===== config.mk =====
export PLATFORM = sky130hd
export DESIGN_NAME = cla_pipe_addsub_flat
export DESIGN_NICKNAME = d
export VERILOG_FILES = /design/src/rtl/cla_pipe_addsub_if.sv /design/src/rtl/cla_pipe_addsub.sv /design/src/flat_wrapper.sv
export SDC_FILE = /design/constraint.sdc
export NUM_CORES = 1
export LEC_CHECK = 0
export CORE_MARGIN = 2
export CORE_UTILIZATION = 55
export DETAILED_ROUTE_END_ITERATION = 8
export PLACE_DENSITY = 0.93
export SETUP_SLACK_MARGIN = 0.02
export SLEW_MARGIN = 20
export SYNTH_ARGS = -nofsm -noshare
export SYNTH_HDL_FRONTEND = slang
export SYNTH_SLANG_ARGS = --single-unit

===== constraint.sdc =====
create_clock -name clk -period 5.95 [get_ports clk]
set_clock_uncertainty 0.2 [all_clocks]
set_input_delay 0.8925 -clock clk [delete_from_list [all_inputs] [get_ports clk]]
set_output_delay 0.8925 -clock clk [all_outputs]
set_load 0.02 [all_outputs]

===== src/rtl/cla_pipe_addsub_if.sv =====
// Operand/result handshake bundle for the pipelined CLA adder/subtractor.
// The producer and consumer side (master) drives operands and out_ready;
// the arithmetic core (slave) drives in_ready and the result with flags.
interface cla_pipe_addsub_if #(
   parameter int WIDTH = 32
);
   logic             in_valid;
   logic             in_ready;
   logic [WIDTH-1:0] a;
   logic [WIDTH-1:0] b;
   logic             ci;
   logic             sub;
   logic             out_valid;
   logic             out_ready;
   logic [WIDTH-1:0] s;
   logic             co;
   logic             ovf;
   logic             zero;

   modport master (
      output in_valid, a, b, ci, sub, out_ready,
      input  in_ready, out_valid, s, co, ovf, zero
   );

   modport slave (
      input  in_valid, a, b, ci, sub, out_ready,
      output in_ready, out_valid, s, co, ovf, zero
   );
endinterface


===== src/rtl/cla_pipe_addsub.sv =====
// Pipelined carry-lookahead adder/subtractor built from 4-bit lookahead groups.
// Level j of the pipe resolves bit slice j; operands for later slices travel
// forward unchanged (input skew) and finished sum slices ride along until the
// last level (output deskew), so the whole result leaves aligned.
// A single stall (result valid but not taken) freezes every level.
module cla_pipe_addsub #(
   parameter int WIDTH  = 32,
   parameter int STAGES = 2
) (
   input logic               clk,
   input logic               rst,
   cla_pipe_addsub_if.slave  bus
);
   localparam int SW = WIDTH / STAGES;  // bits resolved per level
   localparam int NG = SW / 4;          // lookahead groups per level

   // 4-bit lookahead group: returns {carry out, carry into bit 3, sum}
   function automatic logic [5:0] cla4(input logic [3:0] x, input logic [3:0] y, input logic c0);
      logic [3:0] g;
      logic [3:0] p;
      logic       c1, c2, c3, c4;
      g  = x & y;
      p  = x ^ y;
      c1 = g[0] | (p[0] & c0);
      c2 = g[1] | (p[1] & g[0]) | (p[1] & p[0] & c0);
      c3 = g[2] | (p[2] & g[1]) | (p[2] & p[1] & g[0]) | (p[2] & p[1] & p[0] & c0);
      c4 = g[3] | (p[3] & g[2]) | (p[3] & p[2] & g[1]) | (p[3] & p[2] & p[1] & g[0])
         | (p[3] & p[2] & p[1] & p[0] & c0);
      return {c4, c3, p ^ {c3, c2, c1, c0}};
   endfunction

   // One level: groups ripple their carries; returns {carry into top bit, carry out, sum}
   function automatic logic [SW+1:0] cla_stage(input logic [SW-1:0] x, input logic [SW-1:0] y, input logic cin);
      logic [SW-1:0] sm;
      logic          c;
      logic          cm;
      logic [5:0]    r;
      sm = {SW{1'b0}};
      c  = cin;
      cm = cin;
      for (int gi = 0; gi < NG; gi++) begin
         r = cla4(x[gi*4 +: 4], y[gi*4 +: 4], c);
         sm[gi*4 +: 4] = r[3:0];
         cm = r[4];
         c  = r[5];
      end
      return {cm, c, sm};
   endfunction

   logic             stall;
   logic             advance;
   logic [WIDTH-1:0] b_eff;
   logic             c_first;

   logic [WIDTH-1:0] a_r  [STAGES];
   logic [WIDTH-1:0] b_r  [STAGES];
   logic [WIDTH-1:0] s_r  [STAGES];
   logic [STAGES-1:0] c_r, cm_r, vld_r;

   logic [WIDTH-1:0] a_nx [STAGES];
   logic [WIDTH-1:0] b_nx [STAGES];
   logic [WIDTH-1:0] s_nx [STAGES];
   logic [STAGES-1:0] c_nx, cm_nx, vld_nx;

   assign stall   = vld_r[STAGES-1] & ~bus.out_ready;
   assign advance = ~stall;

   // Subtraction is A + ~B + 1; the caller's carry-in only matters for add
   always_comb begin
      b_eff   = bus.b;
      c_first = bus.ci;
      if (bus.sub) begin
         b_eff   = ~bus.b;
         c_first = 1'b1;
      end else begin
         b_eff   = bus.b;
         c_first = bus.ci;
      end
   end

   // Per level: take what arrives from the level before and resolve this level's slice
   always_comb begin
      int              prev;
      logic            c_in;
      logic [SW+1:0]   res;
      for (int j = 0; j < STAGES; j++) begin
         prev = (j > 0) ? j - 1 : 0;
         if (j == 0) begin
            a_nx[j]   = bus.a;
            b_nx[j]   = b_eff;
            s_nx[j]   = {WIDTH{1'b0}};
            c_in      = c_first;
            vld_nx[j] = bus.in_valid;
         end else begin
            a_nx[j]   = a_r[prev];
            b_nx[j]   = b_r[prev];
            s_nx[j]   = s_r[prev];
            c_in      = c_r[prev];
            vld_nx[j] = vld_r[prev];
         end
         res = cla_stage(a_nx[j][j*SW +: SW], b_nx[j][j*SW +: SW], c_in);
         s_nx[j][j*SW +: SW] = res[SW-1:0];
         c_nx[j]  = res[SW];
         cm_nx[j] = res[SW+1];
      end
   end

   // Pipe registers: cleared by reset, frozen as a whole while the result is stalled
   always_ff @(posedge clk or posedge rst) begin
      if (rst) begin
         for (int j = 0; j < STAGES; j++) begin
            a_r[j] <= {WIDTH{1'b0}};
            b_r[j] <= {WIDTH{1'b0}};
            s_r[j] <= {WIDTH{1'b0}};
         end
         c_r   <= {STAGES{1'b0}};
         cm_r  <= {STAGES{1'b0}};
         vld_r <= {STAGES{1'b0}};
      end else if (advance) begin
         for (int j = 0; j < STAGES; j++) begin
            a_r[j] <= a_nx[j];
            b_r[j] <= b_nx[j];
            s_r[j] <= s_nx[j];
         end
         c_r   <= c_nx;
         cm_r  <= cm_nx;
         vld_r <= vld_nx;
      end
   end

   assign bus.in_ready  = ~stall;
   assign bus.out_valid = vld_r[STAGES-1];
   assign bus.s         = s_r[STAGES-1];
   assign bus.co        = c_r[STAGES-1];
   assign bus.ovf       = cm_r[STAGES-1] ^ c_r[STAGES-1];
   assign bus.zero      = ~|s_r[STAGES-1];
endmodule


===== src/flat_wrapper.sv =====
// flat-port wrapper written by rule: the top's interface ports become plain ports
module cla_pipe_addsub_flat 
#(
   parameter int WIDTH  = 32,
   parameter int STAGES = 2
)
  (clk, rst, bus_in_valid, bus_a, bus_b, bus_ci, bus_sub, bus_out_ready, bus_in_ready, bus_out_valid, bus_s, bus_co, bus_ovf, bus_zero);
  cla_pipe_addsub_if #(.WIDTH(WIDTH)) bus_i ();
  input logic clk;
  input logic rst;
  input wire logic [$bits(bus_i.in_valid)-1:0] bus_in_valid;
  input wire logic [$bits(bus_i.a)-1:0] bus_a;
  input wire logic [$bits(bus_i.b)-1:0] bus_b;
  input wire logic [$bits(bus_i.ci)-1:0] bus_ci;
  input wire logic [$bits(bus_i.sub)-1:0] bus_sub;
  input wire logic [$bits(bus_i.out_ready)-1:0] bus_out_ready;
  output wire logic [$bits(bus_i.in_ready)-1:0] bus_in_ready;
  output wire logic [$bits(bus_i.out_valid)-1:0] bus_out_valid;
  output wire logic [$bits(bus_i.s)-1:0] bus_s;
  output wire logic [$bits(bus_i.co)-1:0] bus_co;
  output wire logic [$bits(bus_i.ovf)-1:0] bus_ovf;
  output wire logic [$bits(bus_i.zero)-1:0] bus_zero;
  assign bus_i.in_valid = bus_in_valid;
  assign bus_i.a = bus_a;
  assign bus_i.b = bus_b;
  assign bus_i.ci = bus_ci;
  assign bus_i.sub = bus_sub;
  assign bus_i.out_ready = bus_out_ready;
  assign bus_in_ready = bus_i.in_ready;
  assign bus_out_valid = bus_i.out_valid;
  assign bus_s = bus_i.s;
  assign bus_co = bus_i.co;
  assign bus_ovf = bus_i.ovf;
  assign bus_zero = bus_i.zero;
  cla_pipe_addsub #(.WIDTH(WIDTH), .STAGES(STAGES)) u_core (.clk(clk), .rst(rst), .bus(bus_i));
endmodule

# Yosys cells after proc, flatten, opt, wreduce, memory -nomap -nowiden
# Index checks and enable logic that the tools add are counted.
# word_totals
regBits	118
input_bits	70
output_inout_bits	37
# classes
n_mux	2
bitwise	237
n_reduce_logical	2
# op_table
op	n
$and A1 B1 Y1	129
$or A1 B1 Y1	80
$xor A4 B4 Y4	16
$and A4 B4 Y4	8
$mux W32	1
$not A32 Y32	1
$reduce_or A32 Y1	1
$not A1 Y1	2
$logic_not A1 Y1	1
$mux W1	1
$xor A1 B1 Y1	1

# Logic depth before layout (Yosys ltp)
# logic_depth
depth_word	15
depth_mapped	12
ltp_nobuf	10

# Worst setup path after synthesis
# No wires, ideal clock.
# synth_timing
path_type	input -> register
from	in bus_sub
to	reg u_core.s_r, in the netlist u_core.s_nx[12]
setup_time_ps	78
arrival_ps	3432
t_required_ps	5672
setup_slack_ps	2241
cell_stages	11
cell_sequence	buf_6 > clkbuf_1 > xor2_1 > ha_1 > a21o_1 > a21oi_1 > o21ai_0 > o41ai_2 > o21ba_2 > fa_1 > a21oi_1
# synth_via
elab_chain_len	12
elab_cells_between_ends	43
# synth_lines
element	line	rtl
from (decl)	flat_wrapper.sv:15	input wire logic [$bits(bus_i.sub)-1:0] bus_sub;
$mux W32	cla_pipe_addsub.sv:72	if (bus.sub) begin
$xor A4 B4 Y4 or $and A4 B4 Y4 (tied branches)	cla_pipe_addsub.sv:23, cla_pipe_addsub.sv:22	
$and A1 B1 Y1, on equally long branches	cla_pipe_addsub.sv:27, cla_pipe_addsub.sv:28	
$or A1 B1 Y1, or another cell as far along (2 in a row)	cla_pipe_addsub.sv:27	c4 = g[3] | (p[3] & g[2]) | (p[3] & p[2] & g[1]) | (p[3] & p[2] & p[1] & g[0])
$or A1 B1 Y1 or $and A1 B1 Y1 (tied branches)	cla_pipe_addsub.sv:27, cla_pipe_addsub.sv:28	
$or A1 B1 Y1	cla_pipe_addsub.sv:28	| (p[3] & p[2] & p[1] & p[0] & c0);
$and A1 B1 Y1	cla_pipe_addsub.sv:28	
$or A1 B1 Y1	cla_pipe_addsub.sv:28	
$and A1 B1 Y1	cla_pipe_addsub.sv:28	
$or A1 B1 Y1	cla_pipe_addsub.sv:28	
$xor A4 B4 Y4 (*)	cla_pipe_addsub.sv:29	return {c4, c3, p ^ {c3, c2, c1, c0}};
to (signal, indexed assignment)	cla_pipe_addsub.sv:114	s_r[j] <= {WIDTH{1'b0}};
to (signal, indexed assignment)	cla_pipe_addsub.sv:123	s_r[j] <= s_nx[j];
to (decl)	cla_pipe_addsub.sv:57	logic [WIDTH-1:0] s_r [STAGES];
# Every way passes the cells marked *; elsewhere a longest branch is shown, timed or not.
# A chain may end at the register's enable or synchronous reset.

# Worst setup path in the final report
# Same ends and word-level chain as after synthesis.

==> impl_metrics.tcl <==
set metrics [dict create \
    holdBufCountCts 0 \
    top_layer "met4" \
    synth_nets 628 \
    setup_viol 0 \
    status "completed" \
    cp-start-kind "input port" \
    wl_met1_mm 5.00 \
    yosys-top-cells-area "dfrtp_1 (45%), nand2_1 (12%), ha_1 (8.4%)" \
    cts.path.max_buffers 2 \
    cts_resized 0 \
    firstDrtPassIters 4 \
    synth_seq_cells 85 \
    synthFlopType "dfrtp_1" \
    drv_cap 0 \
    slew_headroom_pct 33.8 \
    max_freq_mhz 255 \
    dpl_cell_area_um2 5890 \
    core_area_um2 8300 \
    post_drt_wl_per_cell_um 16.0 \
    finalHoldViolCount 0 \
    ant_nets 0 \
    postCtsSetupBuffers 0 \
    yosysSeqAreaShare_pct 44.6 \
    yosysUniqueCellTypes 47 \
    cts_inserted_buffers 9 \
    yosysWarnings 0 \
    start_util_pct 57.5 \
    clk_latency_ns 0.35 \
    p_per_area_nw_per_um2 355 \
    crit_type "input port to flip-flop" \
    end_kind "flip-flop" \
    clkTransAtPathRegs_ns 0.09 \
    nFillCells 583 \
    areaGrowthSynthToFinish_pct 27.9 \
    crit_required_ns 6.03 \
    route.met3.wl_um 431 \
    dr_wl_met2_mm 5.96 \
    cts_sinks 85 \
    dieWidth_um 97.1 \
    crit_arrival_ns 4.00 \
    wl_mm 11.7 \
    grt_setup_unrepaired "false" \
    first_iter_violations 212 \
    grt_overflow 0 \
    nNetsFinal 726 \
    diodes 0 \
    drive_gt1_share_pct 4.99 \
    drv_slew 0 \
    hold_path_class "flip-flop to flip-flop" \
    grt_usage_pct 25.7 \
    die_area_um2 9430 \
    place_congestion 0.888 \
    die_height_um 97.1 \
    synthArstFlopShare_pct 100 \
    routed_via_density 5.52 \
    portBuffers 106 \
    whs_ns 0.264 \
    io_pins 107 \
    ir_drop_v 0.000242 \
    fin_crit_sh_pct 65.9 \
    antenna_found_initial 0 \
    drc 0 \
    dp_hpwl_mm 8.43 \
    finalCriticalPeriod_ns 3.92 \
    fp-row-count 33 \
    synthCells 518 \
    tns_ns 0 \
    dr_total_vias 4008 \
    synth_edf_count 0 \
    grt_pass1_vias 4145 \
    synth.cell_area_um2 4770 \
    synth_top_area_share_pct 44.6 \
    fin_util_pct 73.5 \
    fin_area_um2 6100 \
    grt_max_degree 97 \
    grt_first_pass_wirelength_mm 19.8 \
    cts-htree-levels 3 \
    finalPower_mw 2.17 \
    worst_pin_slew_ns 0.993 \
    cts_tree "yes" \
    critical_path_peak_fanout 34 \
    syn_avg_cell_area_um2 9.21 \
    yosysTopAreaCell "dfrtp_1" \
    cts_root_buf "clkbuf_8" \
    p_leak_nw 2.79 \
]
-- report_power, final --
part / internal [mW] / switching (mW) / leakage [nW]
registers: 0.742 / 0.142 / 1.01
clock network: 0.166 / 0.213 / 0.0832
logic: 0.424 / 0.480 / 1.70
-- state kept, by name, summed over array words and instances (netlist names) --
name          count
u_core.vld_r      2
u_core.a_nx      16
u_core.cm_r       1
u_core.s_nx      16
u_core.c_r        2
u_core.b_nx      16
u_core.bus.s     32
-- cell usage in the layout (no fill, tap or decap), types with 2 or more instances in the layout --
master / count
ha_1: 32
dfrtp_1: 85
xnor2_1: 23
a211oi_1: 4
clkbuf_8: 10
nand3_1: 5
o21ba_2: 2
fa_1: 8
a21oi_1: 24
clkbuf_1: 2
o31ai_1: 5
nand4_1: 2
nor4_1: 8
clkinvlp_4: 2
o211ai_1: 2
buf_4: 3
inv_1: 11
a21o_1: 9
o21a_1: 5
nor3_1: 4
o21ai_0: 32
nand2_1: 150
nand2b_1: 2
nor2_1: 26
xor2_1: 29
clkdlybuf4s50_1: 105
and2_1: 3
-- kinds of logic (layout without fill, tap and decap cells) --
family                   Yosys count  after routing  share of synthesized area [%]
flip-flops                        85             85                           44.6
AND/OR/NAND/NOR                  208            208                           18.1
adder cells (fa/ha/maj)           40             40                           11.8
AO/OA/AOI/OAI                     97             97                           12.9
buffers and inverters             36            139                           3.02
XOR/XNOR                          52             52                           9.55
-- per-stage QoR --
step,worst slack [ns],instances
2_1_floorplan,2.24,518
3_3_place_gp,1.81,709
3_5_place_dp,1.68,709
4_1_cts,2.03,725
5_1_grt,1.85,726
6_report,2.03,726
-- worst max-delay path, stage by stage --
cell,delay (ns)
buf_2,0.74
xor2_1,0.18
ha_1,0.38
a21o_1,0.20
a21oi_1,0.15
o21ai_0,0.23
o41ai_2,0.47
o21ba_2,0.20
fa_1,0.41
a21oi_1,0.13
-- cell type report --
class | count | area (um2) | share of cell area [%]
timing repair buffer | 110 | 1110 | 18.1
clock inverter | 4 | 32.5 | 0.534
clock buffer | 12 | 145 | 2.38
multi-input combinational | 397 | 2500 | 41.1
tap | 105 | 131 | 2.15
sequential | 85 | 2130 | 34.9
inverter | 13 | 50.0 | 0.821
-- worst paths after layout --
path	startpoint	endpoint	slack (ns)	depth (start not counted)
max	bus_sub	u_core.s_nx[12]	2.03	10
min	u_core.vld_r[0]	u_core.vld_r[0]	0.26	2
max reg2reg	u_core.a_nx[19]	u_core.bus.s[29]	3.04	8
min reg2reg	u_core.vld_r[0]	u_core.vld_r[0]	0.26	2
max in group asynchronous	rst	u_core.bus.s[0]	4.14	4
min in group asynchronous	rst	u_core.bus.s[5]	0.54	2
-- per-layer routing --
metal | vias to the layer above | track usage [%]
met5 | - | 0
met4 | 0 | 8.34
met3 | 23 | 3.45
met2 | 108 | 44.2
met1 | 1950 | 33.9
li1 | 1927 | -
-- synth_stat cells (all sizes together), types with 2 or more instances --
| cell | number |
|---|---|
| a211oi | 4 |
| a21o | 9 |
| a21oi | 24 |
| a31o | 2 |
| and2 | 3 |
| and4 | 2 |
| buf | 8 |
| clkbuf | 15 |
| dfrtp | 85 |
| fa | 8 |
| ha | 32 |
| inv | 13 |
| nand2 | 150 |
| nand2b | 2 |
| nand3 | 5 |
| nand4 | 2 |
| nor2 | 26 |
| nor2b | 2 |
| nor3 | 4 |
| nor4 | 8 |
| o211ai | 2 |
| o21a | 5 |
| o21ai | 34 |
| o21ba | 2 |
| o31ai | 5 |
| xnor2 | 23 |
| xor2 | 29 |
Note: power is estimated with default switching activity, not from simulation.
